<file path="src/rtl/bhand_rr_arb_pkg.sv">
// rtl/bhand_rr_arb_pkg.sv - arbiter state encoding and round-robin index helper
package bhand_rr_arb_pkg;

  localparam int MAX_N = 16;
  localparam int IDX_W = 4;

  typedef enum logic {
    IDLE = 1'b0,
    LOCK = 1'b1
  } arb_state_t;

  // First set bit of vld scanning ptr+1, ptr+2, ... modulo n; returns ptr if none is set.
  function automatic logic [IDX_W-1:0] rr_next(input logic [MAX_N-1:0] vld,
                                               input logic [IDX_W-1:0] ptr,
                                               input int n);
    logic [IDX_W-1:0] idx;
    logic             found;
    rr_next = ptr;
    found   = 1'b0;
    for (int k = 1; k <= MAX_N; k++) begin
      idx = IDX_W'((32'(ptr) + 32'(k)) % 32'(n));
      if (k <= n && !found && vld[idx]) begin
        rr_next = idx;
        found   = 1'b1;
      end
    end
  endfunction

endpackage

</file>
<file path="src/rtl/bhand.sv">
// rtl/bhand.sv - two-entry buffered handshake (skid) stage with registered output
module bhand #(
  parameter int DATA_WIDTH = 8
) (
  input  logic                  clk,
  input  logic                  rst,
  input  logic [DATA_WIDTH-1:0] idata,
  input  logic                  idata_vld,
  output logic                  idata_rdy,
  output logic [DATA_WIDTH-1:0] odata,
  output logic                  odata_vld,
  input  logic                  odata_rdy
);

  logic [DATA_WIDTH-1:0] skid_data;
  logic                  skid_vld;

  // Ready is registered: it only drops once the skid slot holds a stalled beat.
  assign idata_rdy = !skid_vld;

  always_ff @(posedge clk) begin
    if (rst) begin
      odata     <= '0;
      odata_vld <= 1'b0;
      skid_data <= '0;
      skid_vld  <= 1'b0;
    end else if (odata_rdy || !odata_vld) begin
      if (skid_vld) begin
        odata     <= skid_data;
        odata_vld <= 1'b1;
        skid_vld  <= 1'b0;
      end else begin
        odata_vld <= idata_vld;
        if (idata_vld) begin
          odata <= idata;
        end
      end
    end else if (idata_vld && !skid_vld) begin
      skid_data <= idata;
      skid_vld  <= 1'b1;
    end
  end

endmodule

</file>
<file path="src/rtl/bhand_rr_arb.sv">
// rtl/bhand_rr_arb.sv - packet-locked round-robin arbiter feeding a bhand output stage
module bhand_rr_arb #(
  parameter int DATA_WIDTH = 8,
  parameter int N_IN       = 4,
  parameter int SEL_WIDTH  = 2
) (
  input  logic                       clk,
  input  logic                       rst,
  input  logic [N_IN*DATA_WIDTH-1:0] idata,
  input  logic [N_IN-1:0]            idata_last,
  input  logic [N_IN-1:0]            idata_vld,
  output logic [N_IN-1:0]            idata_rdy,
  output logic [DATA_WIDTH-1:0]      odata,
  output logic                       odata_last,
  output logic [SEL_WIDTH-1:0]       odata_sel,
  output logic                       odata_vld,
  input  logic                       odata_rdy
);
  import bhand_rr_arb_pkg::*;

  localparam int BUF_WIDTH = DATA_WIDTH + 1 + SEL_WIDTH;

  arb_state_t             state, state_next;
  logic [SEL_WIDTH-1:0]   grant, grant_next;
  logic [SEL_WIDTH-1:0]   ptr, ptr_next;
  logic [MAX_N-1:0]       vld_ext;
  logic [DATA_WIDTH-1:0]  gnt_data;
  logic [BUF_WIDTH-1:0]   buf_idata, buf_odata;
  logic                   buf_ivld, buf_irdy;

  always_comb begin
    vld_ext = '0;
    vld_ext[N_IN-1:0] = idata_vld;
  end

  assign gnt_data  = idata[grant*DATA_WIDTH +: DATA_WIDTH];
  assign buf_idata = {idata_last[grant], grant, gnt_data};

  always_ff @(posedge clk) begin
    if (!rst) begin
      state <= IDLE;
      grant <= '0;
      ptr   <= SEL_WIDTH'(N_IN - 1);
    end else begin
      state <= state_next;
      grant <= grant_next;
      ptr   <= ptr_next;
    end
  end

  // Arbitration happens only in IDLE, so the grant is frozen for the whole packet.
  always_comb begin
    state_next = state;
    grant_next = grant;
    ptr_next   = ptr;
    idata_rdy  = '0;
    buf_ivld   = 1'b0;
    case (state)
      IDLE: begin
        if (|idata_vld) begin
          grant_next = SEL_WIDTH'(rr_next(vld_ext, IDX_W'(ptr), N_IN));
          state_next = LOCK;
        end
      end
      LOCK: begin
        idata_rdy[grant] = buf_irdy;
        buf_ivld         = idata_vld[grant];
        if (buf_ivld && buf_irdy && idata_last[grant]) begin
          ptr_next   = grant;
          state_next = IDLE;
        end
      end
    endcase
  end

  bhand #(
    .DATA_WIDTH(BUF_WIDTH)
  ) u_bhand (
    .clk       (clk),
    .rst       (!rst),
    .idata     (buf_idata),
    .idata_vld (buf_ivld),
    .idata_rdy (buf_irdy),
    .odata     (buf_odata),
    .odata_vld (odata_vld),
    .odata_rdy (odata_rdy)
  );

  assign {odata_last, odata_sel, odata} = buf_odata;

endmodule

</file>
<file path="config.mk">
export PLATFORM = sky130hd
export DESIGN_NAME = bhand_rr_arb
export DESIGN_NICKNAME = d
export VERILOG_FILES = /design/src/rtl/bhand_rr_arb_pkg.sv /design/src/rtl/bhand.sv /design/src/rtl/bhand_rr_arb.sv
export SDC_FILE = /design/constraint.sdc
export NUM_CORES = 1
export LEC_CHECK = 0
export ABC_AREA = 1
export CAP_MARGIN = 15
export CELL_PAD_IN_SITES_DETAIL_PLACEMENT = 0
export CELL_PAD_IN_SITES_GLOBAL_PLACEMENT = 1
export CORE_UTILIZATION = 31
export DETAILED_ROUTE_END_ITERATION = 12
export PLACE_DENSITY = 0.92
export SYNTH_ARGS = -nofsm -noshare
export SYNTH_HDL_FRONTEND = slang
export SYNTH_SLANG_ARGS = --single-unit
</file>
<file path="constraint.sdc">
create_clock -name clk -period 1.8 [get_ports clk]
set_clock_uncertainty 0.2 [all_clocks]
set_input_delay 0.27 -clock clk [delete_from_list [all_inputs] [get_ports clk]]
set_output_delay 0.27 -clock clk [all_outputs]
set_load 0.05 [all_outputs]
</file>
* After elaboration in Yosys (flattened, before gate mapping)
Index checks and enable logic that the tools add are counted.
** Storage, ports and cells
- Bits in registers :: 29
- Latch bits :: 0
- RAM bits :: 0
- Bits in read-only memories :: 0
- Input port bits :: 43
- Output and inout port bits :: 16
- Word-level logic and storage cells :: 77
- Memories kept :: 0
** Operators by class
- Add/sub/neg operators :: 4
- $mul :: 0
- Div/mod/pow operators :: 0
- $lt $le $gt $ge :: 6
- Equality and inequality tests :: 0
- Shift-type cells :: 1
- Muxes and demuxes :: 35
- Bitwise operators :: 4
- Reductions and logical operators :: 20
** Operators by type and width (count)
- $shiftx 32x6->8 :: 1
- $mux 11 :: 2
- $lt 2x5->1 const B :: 4
- $mux 1 :: 20
- $bmux 1 s2 :: 6
- $mux 2 :: 4
- $reduce_and 2->1 :: 4
- $logic_and 1x1->1 :: 7
- $logic_not 1->1 :: 5
- $add 2x1->2 const B :: 2
- $add 2x2->2 const B :: 2
- $and 4x4->4 :: 1
- $mux 4 :: 1
- $reduce_or 4->1 :: 1
- $lt 2x3->1 const B :: 1
- $not 1->1 :: 3
- $demux 1 s2 :: 1
- $ge 2x1->1 const B :: 1
- $pmux 1 s2 :: 1
- $reduce_bool 2->1 :: 1
- $reduce_or 2->1 :: 1
- $logic_or 1x1->1 :: 1

* Logic depth before layout (Yosys ltp)
Gate-level depths: netlist (run 1).
- Word-level depth :: 19
- Mapped depth :: 12
- Mapped depth without buffers :: 11

* Modules after synthesis
From an unflattened synthesis (run 1), not the netlist that was laid out.
** Second synthesis, totals
- Cells, all modules :: 305
- Area, all modules :: 1906.8 sq um
** By module, submodules not included
- bhand :: instances 1, cells an instance 180, area each 1116.1 sq um, seq. area each 480.5 sq um
- bhand_rr_arb :: instances 1, cells an instance 125, area each 790.8 sq um, seq. area each 100.1 sq um

* Least setup slack after synthesis (run 1)
OpenSTA, ideal clock, no wires.
- Path kind :: reg2out
- From :: reg grant[1]
- To :: out idata_rdy[0]
- Data arrival time :: 2.154 ns
- Required time :: 1.330 ns
- Slack :: -0.824 ns
- Stages on the path, launching flop included :: 4
- Path buffers :: 2
- Cell sequence :: dfxtp_1 -> buf_6 -> clkbuf_1 -> nor4_1
** Between the ends
- Cells in the longest elaborated chain, start to end :: 6
- Elaborated cells on any way between the ends :: 7
- Classes of those cells :: order compare (2); mux (3); bitwise (1); reduce/logical (1)
** Ends and longest elaborated chain
- from (decl) :: line bhand_rr_arb.sv:24 : logic [SEL_WIDTH-1:0] grant, grant_next;
- from (signal assigned) :: line bhand_rr_arb.sv:46 : grant <= grant_next;
- $lt 2x3->1 (not written as such) / $ge 2x1->1 (equally long branches) :: line bhand_rr_arb.sv:66 : idata_rdy[grant] = buf_irdy;
- $logic_and 1x1->1 (not written as such) :: line bhand_rr_arb.sv:66
- $mux 1 (not written as such) :: line bhand_rr_arb.sv:66
- $demux 1 s2 * :: line bhand_rr_arb.sv:66
- $and 4x4->4 (no line) *
- $mux 4 * :: line bhand_rr_arb.sv:58 : case (state)
- to (decl) :: line bhand_rr_arb.sv:12 : output logic [N_IN-1:0] idata_rdy,
Every way passes the cells marked *; elsewhere a longest branch is shown, timed or not.

* Worst setup path in the final report (run 1)
- From :: reg grant[0]
- To :: out idata_rdy[0]
Same word-level chain as after synthesis.

==> impl_metrics.py, run 1 <==
metrics = {
    "cells_and_area": {
        "num_antenna_cells": 0,
        "nets": 388,
        "stdcell_area_um2": 2679,
        "instances_no_fill": 418,
        "drive_gt1_share_pct": 25.43,
        "area_growth_pct": 51.09,
        "fin_util_pct": 48.65,
    },
    "worst_setup_path": {
        "worstSetupPathType": "reg2out",
        "crit_path_end": "idata_rdy[0]",
        "crit_path_end_kind": "primary output",
        "crit_start": "grant[0]$_SDFFE_PN0P_",
        "required_ps": 1330,
        "rr_startpoint": "ptr[0]$_SDFFE_PN1P_",
        "critPathLaunchType": "flip-flop",
        "r2r_end": "grant[1]$_SDFFE_PN0P_",
        "r2r_setup_slack_ps": 130,
        "arrival_ps": 1280,
        "critical_path.max_fanout": 7,
        "r2r_cells": 11,
    },
    "drt": {
        "dr_total_vias": 1959,
        "wirelength_mm": 4.758,
        "drtPass1Iterations": 6,
        "drt_iter0_markers": 118,
        "postRouteAntennaNets": 0,
        "wl_per_cell_um": 11.38,
        "vias_per_cell": 4.687,
        "drc": 0,
    },
    "floorplan": {
        "num_io_pins": 59,
        "die_x_um": 77.63,
        "start_util_pct": 32.20,
        "rows": 27,
        "core_um2": 5507,
        "die-area_um2": 6026,
        "die_h_um": 77.63,
    },
    "sta": {
        "timing.final.crit_share_pct": 97.41,
        "hold_violations": 0,
        "slew_headroom_pct": 78.25,
        "maxSlewViolCount": 0,
        "setup-violations-final": 0,
        "worst_pin_slew_ps": 322.8,
        "worst_slack_ps": 46.65,
        "fmax_mhz": 570.3,
        "period_minus_slack_ps": 1753,
    },
    "synth": {
        "yosysMostFrequentCell": "nand2_1",
        "yosys.area.top_type_share_pct": 32.75,
        "synth_edf_count": 0,
        "syn_area_um2": 1773,
        "synth_nets": 314,
        "ys_seq_elements": 29,
        "yosysTopAreaCell": "dfxtp_1",
        "syn_avg_cell_area_um2": 6.542,
        "seq_area_frac_synth_pct": 32.75,
        "synth_ff_type": "dfxtp_1",
        "async_reset_ff_share_pct": 0,
        "netlist_instances": 271,
        "synth_cell_types": 30,
        "synth_warnings": 0,
        "yosys-top-cells-area": "dfxtp_1, nand2_1, nand3_1, o21ai_0, nor2_1",
        "synth_common_cells": "nand2_1, dfxtp_1, nor2_1, nand3_1, o21ai_0",
    },
    "global_route": {
        "grt_max_degree": 19,
        "grt_usage_pct": 16.93,
        "grt_overflow": 0,
        "antenna_found_initial": 0,
        "grt_pass1_vias": 1762,
        "grt_pass1_wl_mm": 7.962,
    },
    "clocking": {
        "cts.clk_slew.worst_paths_ps": 60,
        "cts_hold_buf": 0,
        "clkLatencyLatePin_ps": 280,
        "cts.path.max_buffers": 2,
        "numCtsBuffers": 5,
        "cts_tree": "yes",
        "clock-sinks": 29,
        "root_buffer": "clkbuf_8",
        "cts-htree-levels": 2,
    },
    "placement": {
        "portBuffers": 58,
        "dp_slack_ps": -187.3,
        "placed_area_um2": 2540,
        "dpl.hpwl_mm": 3.764,
        "dp.cells": 408,
        "gp_congestion": 0.7802,
    },
    "pwr": {
        "p_per_area_nw_per_um2": 1110,
        "ir_drop_uv": 484.8,
        "p_leak_nw": 1.171,
    },
    "run_status": {
        "status": "complete, no violations",
    },
    "hold_path": {
        "min_path_cells": 2,
        "hp-class": "reg2reg",
    },
    "flow_run": {
        "cap_violations": 0,
    },
}
power breakdown:
| part | switching [W] | internal [W] | total (W) |
|---|---|---|---|
| clock | 0.000239 | 0.000267 | 0.000506 |
| combinational | 0.000991 | 0.000631 | 0.00162 |
| sequential | 0.0000935 | 0.000753 | 0.000847 |
| total | 0.00132 | 0.00165 | 0.00297 |
layer usage:
| layer | vias up | GRT usage (%) | share of wire (%) |
|---|---|---|---|
| met1 | 872 | 19.70 | 44 |
| met5 | - | 0 | 0 |
| met4 | 0 | 5.660 | 1.2 |
| li1 | 1031 | - | - |
| met2 | 51 | 30.09 | 50 |
| met3 | 5 | 4.118 | 4.6 |
cells in the final DEF, fill, tap and decap left out, types with 4 or more instances in the layout:
cell	netlist	final
buf_4	2	34
a21oi_1	16	16
dfxtp_1	29	25
clkbuf_8	0	5
nand2_2	3	5
buf_12	0	4
o21ai_0	21	21
clkdlybuf4s50_1	0	42
nor2_2	11	11
inv_1	9	9
inv_2	4	4
o21ai_1	13	13
nor2_1	23	22
nand2_1	84	82
nand3_1	21	21
timing repair:
action	CTS	global route
setup endpoints to repair	4	3
pin swaps	1	1
resized for setup	7	6
setup buffers	0	2
worst max-delay path: stages (launching register included):
cell,delay [ps]
dfxtp_4,370
buf_8,140
nor4_4,310
buf_12,180
state kept, by name, indices dropped and copies added (netlist names):
signal,count
u_bhand.odata,11
u_bhand.skid_data,11
grant,2
ptr,2
state,1
u_bhand.odata_vld,1
u_bhand.skid_vld,1
layout make-up:
class,instances,area (um^2)
inverter,16,70.07
tap,72,90.09
multi-input combinational,211,1064
timing repair buffer,82,782.0
clock buffer,6,72.57
fill,560,2828
clock inverter,2,10.01
sequential,29,590.6
kinds of logic after synthesis:
| family | share of synthesized area [%] |
|---|---|
| buffers and inverters | 10.09 |
| flip-flops | 32.75 |
| AND/OR/NAND/NOR | 37.76 |
| AO/OA/AOI/OAI | 19.41 |
through the flow:
step           setup TNS, ps  hold slack, ps  power, W
4_1_cts               -25.54           275.5  0.002968
5_1_grt               -30.09           324.9  0.003192
3_3_place_gp           -2696           239.4  0.002418
6_report                   0           281.3  0.002975
3_5_place_dp           -3261           267.1  0.002427
2_1_floorplan         -347.8           208.4  0.001932
worst min path at each step:
| stage | slack, ps | from | endpoint |
|---|---|---|---|
| after floorplan | 210 | rst | u_bhand.skid_data[1]$_SDFFE_PN0P_ |
| after global placement | 240 | u_bhand.skid_data[9]$_SDFFE_PN0P_ | u_bhand.skid_data[9]$_SDFFE_PN0P_ |
| after detailed placement | 270 | u_bhand.skid_data[9]$_SDFFE_PN0P_ | u_bhand.skid_data[9]$_SDFFE_PN0P_ |
| after CTS | 280 | u_bhand.skid_data[9]$_SDFFE_PN0P_ | u_bhand.skid_data[9]$_SDFFE_PN0P_ |
| after global routing | 320 | u_bhand.skid_data[0]$_SDFFE_PN0P_ | u_bhand.skid_data[0]$_SDFFE_PN0P_ |
| final | 280 | u_bhand.skid_data[9]$_SDFFE_PN0P_ | u_bhand.skid_data[9]$_SDFFE_PN0P_ |
(Power assumes the default switching activity.)
==> run 2: changes to the inputs <==
- CORE_MARGIN: unset -> 4
==> run 2 against run 1 <==
Count of clock-buffer cells in the layout fell by 1. Via count fell by 0.10%. Sequential cell count did not move. Register-to-register slack improved by 30 ps. Clock power fell by 4.0%.
==> impl_metrics.py, run 2 (synthesis results as in run 1) <==
metrics = {
    "run_status": {
        "status": "complete, no violations",
    },
    "drt": {
        "wirelength_mm": 5.069,
        "vias_per_cell": 4.727,
        "wl_per_cell_um": 12.24,
        "postRouteAntennaNets": 0,
        "dr_total_vias": 1957,
        "drc": 0,
        "drt_iter0_markers": 65,
        "drtPass1Iterations": 4,
    },
    "worst_setup_path": {
        "worst-path-buf-inv": 2,
        "critical_path.max_fanout": 8,
        "cp_top_family": "flip-flops",
        "cp_slowest_cell": "dfxtp_4",
        "worstSetupPathType": "reg2out",
        "critPathMaxStageDelay_ps": 360,
        "required_ps": 1330,
        "critPathLaunchType": "flip-flop",
        "path_cells": "buf_6 > nor4_4 > buf_12",
        "arrival_ps": 1270,
        "crit_path_end_kind": "primary output",
    },
    "global_route": {
        "grt_usage_pct": 14.85,
        "antenna_found_initial": 0,
        "grt_overflow": 0,
        "grt_pass1_wl_mm": 8.707,
        "grt_max_degree": 19,
        "grt_pass1_vias": 2012,
    },
    "sta": {
        "setup-violations-final": 0,
        "setup_tns_ps": 0,
        "maxSlewViolCount": 0,
        "timing.final.crit_share_pct": 96.66,
        "period_minus_slack_ps": 1740,
        "rsz0062_at_grt": "no",
        "hold_violations": 0,
        "slew_headroom_pct": 77.79,
        "worst_pin_slew_ps": 331.9,
        "fmax_mhz": 574.7,
    },
    "clocking": {
        "clkLatencyLatePin_ps": 280,
        "cts.path.max_buffers": 2,
        "cts-htree-levels": 2,
        "cts_hold_buf": 0,
        "numCtsBuffers": 5,
        "root_buffer": "clkbuf_8",
        "cts.clk_slew.worst_paths_ps": 60,
        "clock-sinks": 29,
        "cts_tree": "yes",
    },
    "cells_and_area": {
        "area_growth_pct": 49.89,
        "mostFrequentLayoutCell": "nand2_1",
        "final_cell_mix": "nand2_1, clkdlybuf4s50_1, buf_4, dfxtp_1, nor2_1",
        "nFillCells": 571,
        "top_regs": "u_bhand.odata x11, u_bhand.skid_data x11",
        "nets": 386,
        "drive_gt1_share_pct": 24.27,
        "num_antenna_cells": 0,
    },
    "pwr": {
        "p_leak_nw": 1.156,
        "p_total_w": 0.002942,
        "ir_drop_uv": 398.8,
        "p_per_area_nw_per_um2": 1107,
    },
    "floorplan": {
        "num_io_pins": 59,
        "core_um2": 5540,
        "die_h_um": 83.63,
        "start_util_pct": 32.00,
        "rows": 27,
        "die_x_um": 83.63,
        "die-area_um2": 6993,
    },
    "hold_path": {
        "hp-class": "reg2reg",
    },
    "placement": {
        "gp_congestion": 0.8088,
        "portBuffers": 58,
        "dpl.hpwl_mm": 3.924,
    },
    "flow_run": {
        "cap_violations": 0,
    },
}
-- run 2: path summary, 6_finish.rpt --
check | startpoint | endpoint | slack [ps] | depth (start not counted)
hold reg to reg | u_bhand.skid_data[9]$_SDFFE_PN0P_ | u_bhand.skid_data[9]$_SDFFE_PN0P_ | 270 | 2
hold / removal | u_bhand.skid_data[9]$_SDFFE_PN0P_ | u_bhand.skid_data[9]$_SDFFE_PN0P_ | 270 | 2
setup reg to reg | grant[0]$_SDFFE_PN0P_ | u_bhand.odata[10]$_SDFFE_PN0P_ | 160 | 10
setup / recovery | grant[0]$_SDFFE_PN0P_ | idata_rdy[0] | 60 | 3
-- run 2: worst register-to-register path, cell delays in order, from the launching register on --
cell	delay (ps)
dfxtp_4	360
buf_4	140
nor2_1	100
nor2_1	50
nand2_1	100
nand2_4	80
nand2_4	80
a21oi_4	70
buf_4	150
o21ai_0	150
nor2_1	60
-- run 2: area by class of cell --
| class | count | area [um^2] | share of cell area [%] |
|---|---|---|---|
| Multi-Input combinational cell | 211 | 1072 | 40.35 |
| Clock inverter | 1 | 5.005 | 0.1883 |
| Clock buffer | 5 | 68.82 | 2.589 |
| Tap cell | 72 | 90.09 | 3.390 |
| Timing Repair inverter | 1 | 5.005 | 0.1883 |
| Inverter | 16 | 72.57 | 2.731 |
| Timing Repair Buffer | 79 | 758.2 | 28.53 |
| Sequential cell | 29 | 585.6 | 22.03 |
-- run 2: power by group --
group	internal [W]	switching (W)
Sequential	0.000750	0.0000751
Combinational	0.000609	0.00102
Clock	0.000253	0.000233
Total	0.00161	0.00133
-- run 2: stage by stage --
stage	util, %	cells	worst slack [ps]	cell area, um^2	hold slack, ps
after global placement	45.57	406	-138.5	2525	233.9
after detailed placement	45.57	406	-178.8	2525	263.3
after floorplan	-	271	-262.8	1803	208.4
after CTS	47.45	412	2.362	2629	272.7
after global routing	47.97	414	2.093	2658	297.2
final	47.97	414	60.11	2658	268.0
-- run 2: repair_timing --
action                                  in CTS  in global routing
endpoints found under the setup margin       4                  7
gates resized for setup                      8                  5
buffers inserted                             0                  1
pin swaps                                    0                  1
cloned                                       0                  1
-- run 2: per-layer routing --
metal  global-route usage, %  vias up  share of wire [%]
li1                        -     1026                  -
met1                   17.18      865                 45
met2                   26.39       58                 48
met3                   3.653        8                5.3
met4                   5.263        0                1.4
met5                       0        -                  0
==> run 3: changes to the inputs <==
- CORE_UTILIZATION: 31 -> 28
- PLACE_DENSITY: 0.92 -> 0.88
- clock period: 1.8 -> 1.5 ns (I/O delays scaled with it)
==> run 3 against run 2 <==
The run now ends with negative setup slack left. Non-clock buffer count is 28 higher. Combinational power up 69%. Critical path depth unchanged. Clock power is 45% higher. Sequential share of layout area down 4.1 points. Die area up 9.7%. Sequential power is 31% higher. Sequential cell count did not move. Hold slack about the same. Final cell count grew 8.7%. Critical path type unchanged. Largest cell class unchanged.
==> impl_metrics.py, run 3 (synthesis results as in run 1) <==
metrics = {
    "hold_path": {
        "min_path_cells": 2,
        "hp-start": "u_bhand.skid_data[9]$_SDFFE_PN0P_",
        "whs_endpoint": "u_bhand.skid_data[9]$_SDFFE_PN0P_",
        "hp-class": "reg2reg",
    },
    "floorplan": {
        "start_util_pct": 29.42,
        "num_io_pins": 59,
        "core_um2": 6026,
        "die-area_um2": 7669,
        "die_h_um": 87.58,
        "die_x_um": 87.58,
        "rows": 28,
    },
    "drt": {
        "wl_met2_mm": 2.908,
        "wl_per_cell_um": 13.03,
        "top_layer": "met4",
        "wirelength_mm": 5.863,
        "dr_total_vias": 2142,
        "postRouteAntennaNets": 0,
        "drc": 0,
        "drtPass1Iterations": 4,
        "drt_iter0_markers": 61,
        "wl_met1_mm": 2.509,
        "vias_per_cell": 4.760,
        "met3_length_um": 310,
    },
    "worst_setup_path": {
        "crit_path_frequent_cell": "buf_12",
        "r2r_end": "u_bhand.odata[9]$_SDFFE_PN0P_",
        "path_cells": "buf_12 > nor4_4 > buf_12",
        "r2r_cells": 10,
        "required_ps": 1070,
        "cp_slowest_cell": "dfxtp_4",
        "r2r_setup_slack_ps": -160,
        "rr_startpoint": "grant[0]$_SDFFE_PN0P_",
        "critPathLaunchType": "flip-flop",
        "arrival_ps": 1270,
        "critPathMaxStageDelay_ps": 370,
        "critical_path.max_fanout": 6,
        "worstSetupPathType": "reg2out",
        "crit_path_end_kind": "primary output",
    },
    "pwr": {
        "p_sw_share_pct": 41.64,
        "p_sw_w": 0.001893,
        "ir_drop_uv": 588.4,
        "p_per_area_nw_per_um2": 1355,
        "internal_power_w": 0.002653,
        "p_comb_share_pct": 60.7,
        "p_leak_nw": 1.418,
        "p_seq_share_pct": 23.8,
        "p_total_w": 0.004546,
        "power_frac_clock_pct": 15.6,
    },
    "sta": {
        "fmax_mhz": 588.4,
        "worst_pin_slew_ps": 338.2,
        "hold_violations": 0,
        "period_minus_slack_ps": 1700,
        "rsz0062_at_grt": "yes",
        "slew_headroom_pct": 77.43,
        "worst_slack_ps": -199.6,
        "setup-violations-final": 31,
        "timing.final.crit_share_pct": 113.3,
        "maxSlewViolCount": 0,
    },
    "global_route": {
        "antenna_found_initial": 0,
        "grt_pass1_wl_mm": 9.535,
        "grt_max_degree": 18,
        "grt_pass1_vias": 2097,
        "grt_overflow": 0,
        "grt_usage_pct": 15.75,
    },
    "cells_and_area": {
        "num_antenna_cells": 0,
        "final_cell_mix": "nand2_1, clkdlybuf4s50_1, buf_4, dfxtp_1",
        "nets": 417,
        "area_growth_pct": 89.27,
        "mostFrequentLayoutCell": "nand2_1",
        "instances_no_fill": 450,
        "top_regs": "u_bhand.odata x11, u_bhand.skid_data x11",
        "drive_gt1_share_pct": 42.67,
    },
    "run_status": {
        "status": "finished with violations",
        "failed_checks": "negative setup slack",
    },
    "clocking": {
        "root_buffer": "clkbuf_8",
        "clkLatencyLatePin_ps": 280,
        "cts-htree-levels": 2,
        "clock-sinks": 29,
        "cts_tree": "yes",
        "cts.clk_slew.worst_paths_ps": 60,
        "numCtsBuffers": 5,
        "cts_hold_buf": 0,
        "cts.path.max_buffers": 2,
    },
    "placement": {
        "dp.cells": 420,
        "gp_congestion": 0.9056,
        "dpl.hpwl_mm": 4.030,
        "portBuffers": 58,
    },
    "flow_run": {
        "cap_violations": 0,
    },
}
-- run 3: changes by cell type in the layout (fill, tap and decap cells not counted), sizes merged --
| cell | before | now |
|---|---|---|
| buf | 37 | 64 |
| dlygate4sd2 | 0 | 4 |
| clkdlybuf4s50 | 41 | 38 |
| clkbuf | 5 | 7 |
| inv | 15 | 17 |
| bufbuf | 0 | 1 |
| clkinv | 3 | 4 |
| dlymetal6s2s | 1 | 0 |
-- run 3: what timing repair did --
item | in CTS | in global routing
gates resized for setup | 49 | 43
gates cloned | 6 | 0
endpoints found under the setup margin | 32 | 33
setup buffers | 11 | 6
pin swaps | 7 | 22
-- run 3: how the worst max path moves through the flow --
stage          depth (start not counted)                     to             startpoint  slack (ps)
3_3_place_gp                          12  grant[1]$_SDFFE_PN0P_           idata_vld[0]        -390
2_1_floorplan                          3           idata_rdy[0]  grant[0]$_SDFFE_PN0P_         -70
5_1_grt                                3           idata_rdy[0]  grant[0]$_SDFFE_PN0P_        -250
3_5_place_dp                          12  grant[1]$_SDFFE_PN0P_           idata_vld[0]        -430
6_report                               3           idata_rdy[0]  grant[0]$_SDFFE_PN0P_        -200
4_1_cts                                3           idata_rdy[0]  grant[0]$_SDFFE_PN0P_        -210
-- run 3: power by group through the flow --
stage / combinational (W) / clock, W / sequential [W]
after CTS: 0.00262 / 0.000727 / 0.00106
after detailed placement: 0.00226 / 0 / 0.00107
final: 0.00276 / 0.000707 / 0.00108
after global routing: 0.00297 / 0.000757 / 0.00110
after global placement: 0.00224 / 0 / 0.00107
after floorplan: 0.00119 / 0 / 0.00125
-- run 3: cell type report --
type | count | area [um^2]
timing repair inverter | 4 | 32.53
timing repair buffer | 107 | 1204
inverter | 16 | 85.08
clock buffer | 7 | 96.34
fill | 568 | 2670
multi-input combinational | 211 | 1237
tap | 75 | 93.84
sequential | 29 | 601.8
clock inverter | 1 | 5.005
-- run 3: worst max-delay path, delay by kind of cell, from the launching register on --
| family | cells | cell delay, ps |
|---|---|---|
| buffers and inverters | 2 | 320 |
| AND/OR/NAND/NOR | 1 | 310 |
| flip-flops | 1 | 370 |
-- run 3: metal layers --
metal | vias up | GRT usage [%]
li1 | 1102 | -
met1 | 958 | 19.65
met2 | 69 | 26.71
met3 | 13 | 3.104
met4 | 0 | 5.997
met5 | - | 0
-- run 3: per-stage QoR --
stage / area [um^2] / TNS (ps) / setup slack (ps) / hold WS, ps / util [%]
finish: 3356 / -3353 / -199.6 / 267.7 / 55.69
CTS: 3181 / -3647 / -205.7 / 262.5 / 52.78
floorplan: 1901 / -679.5 / -71.69 / 163.4 / -
global placement: 2833 / -9872 / -390.0 / 237.1 / 47.01
global route: 3356 / -5578 / -251.7 / 295.1 / 55.69
detailed placement: 2833 / -10800 / -430.3 / 257.2 / 47.01
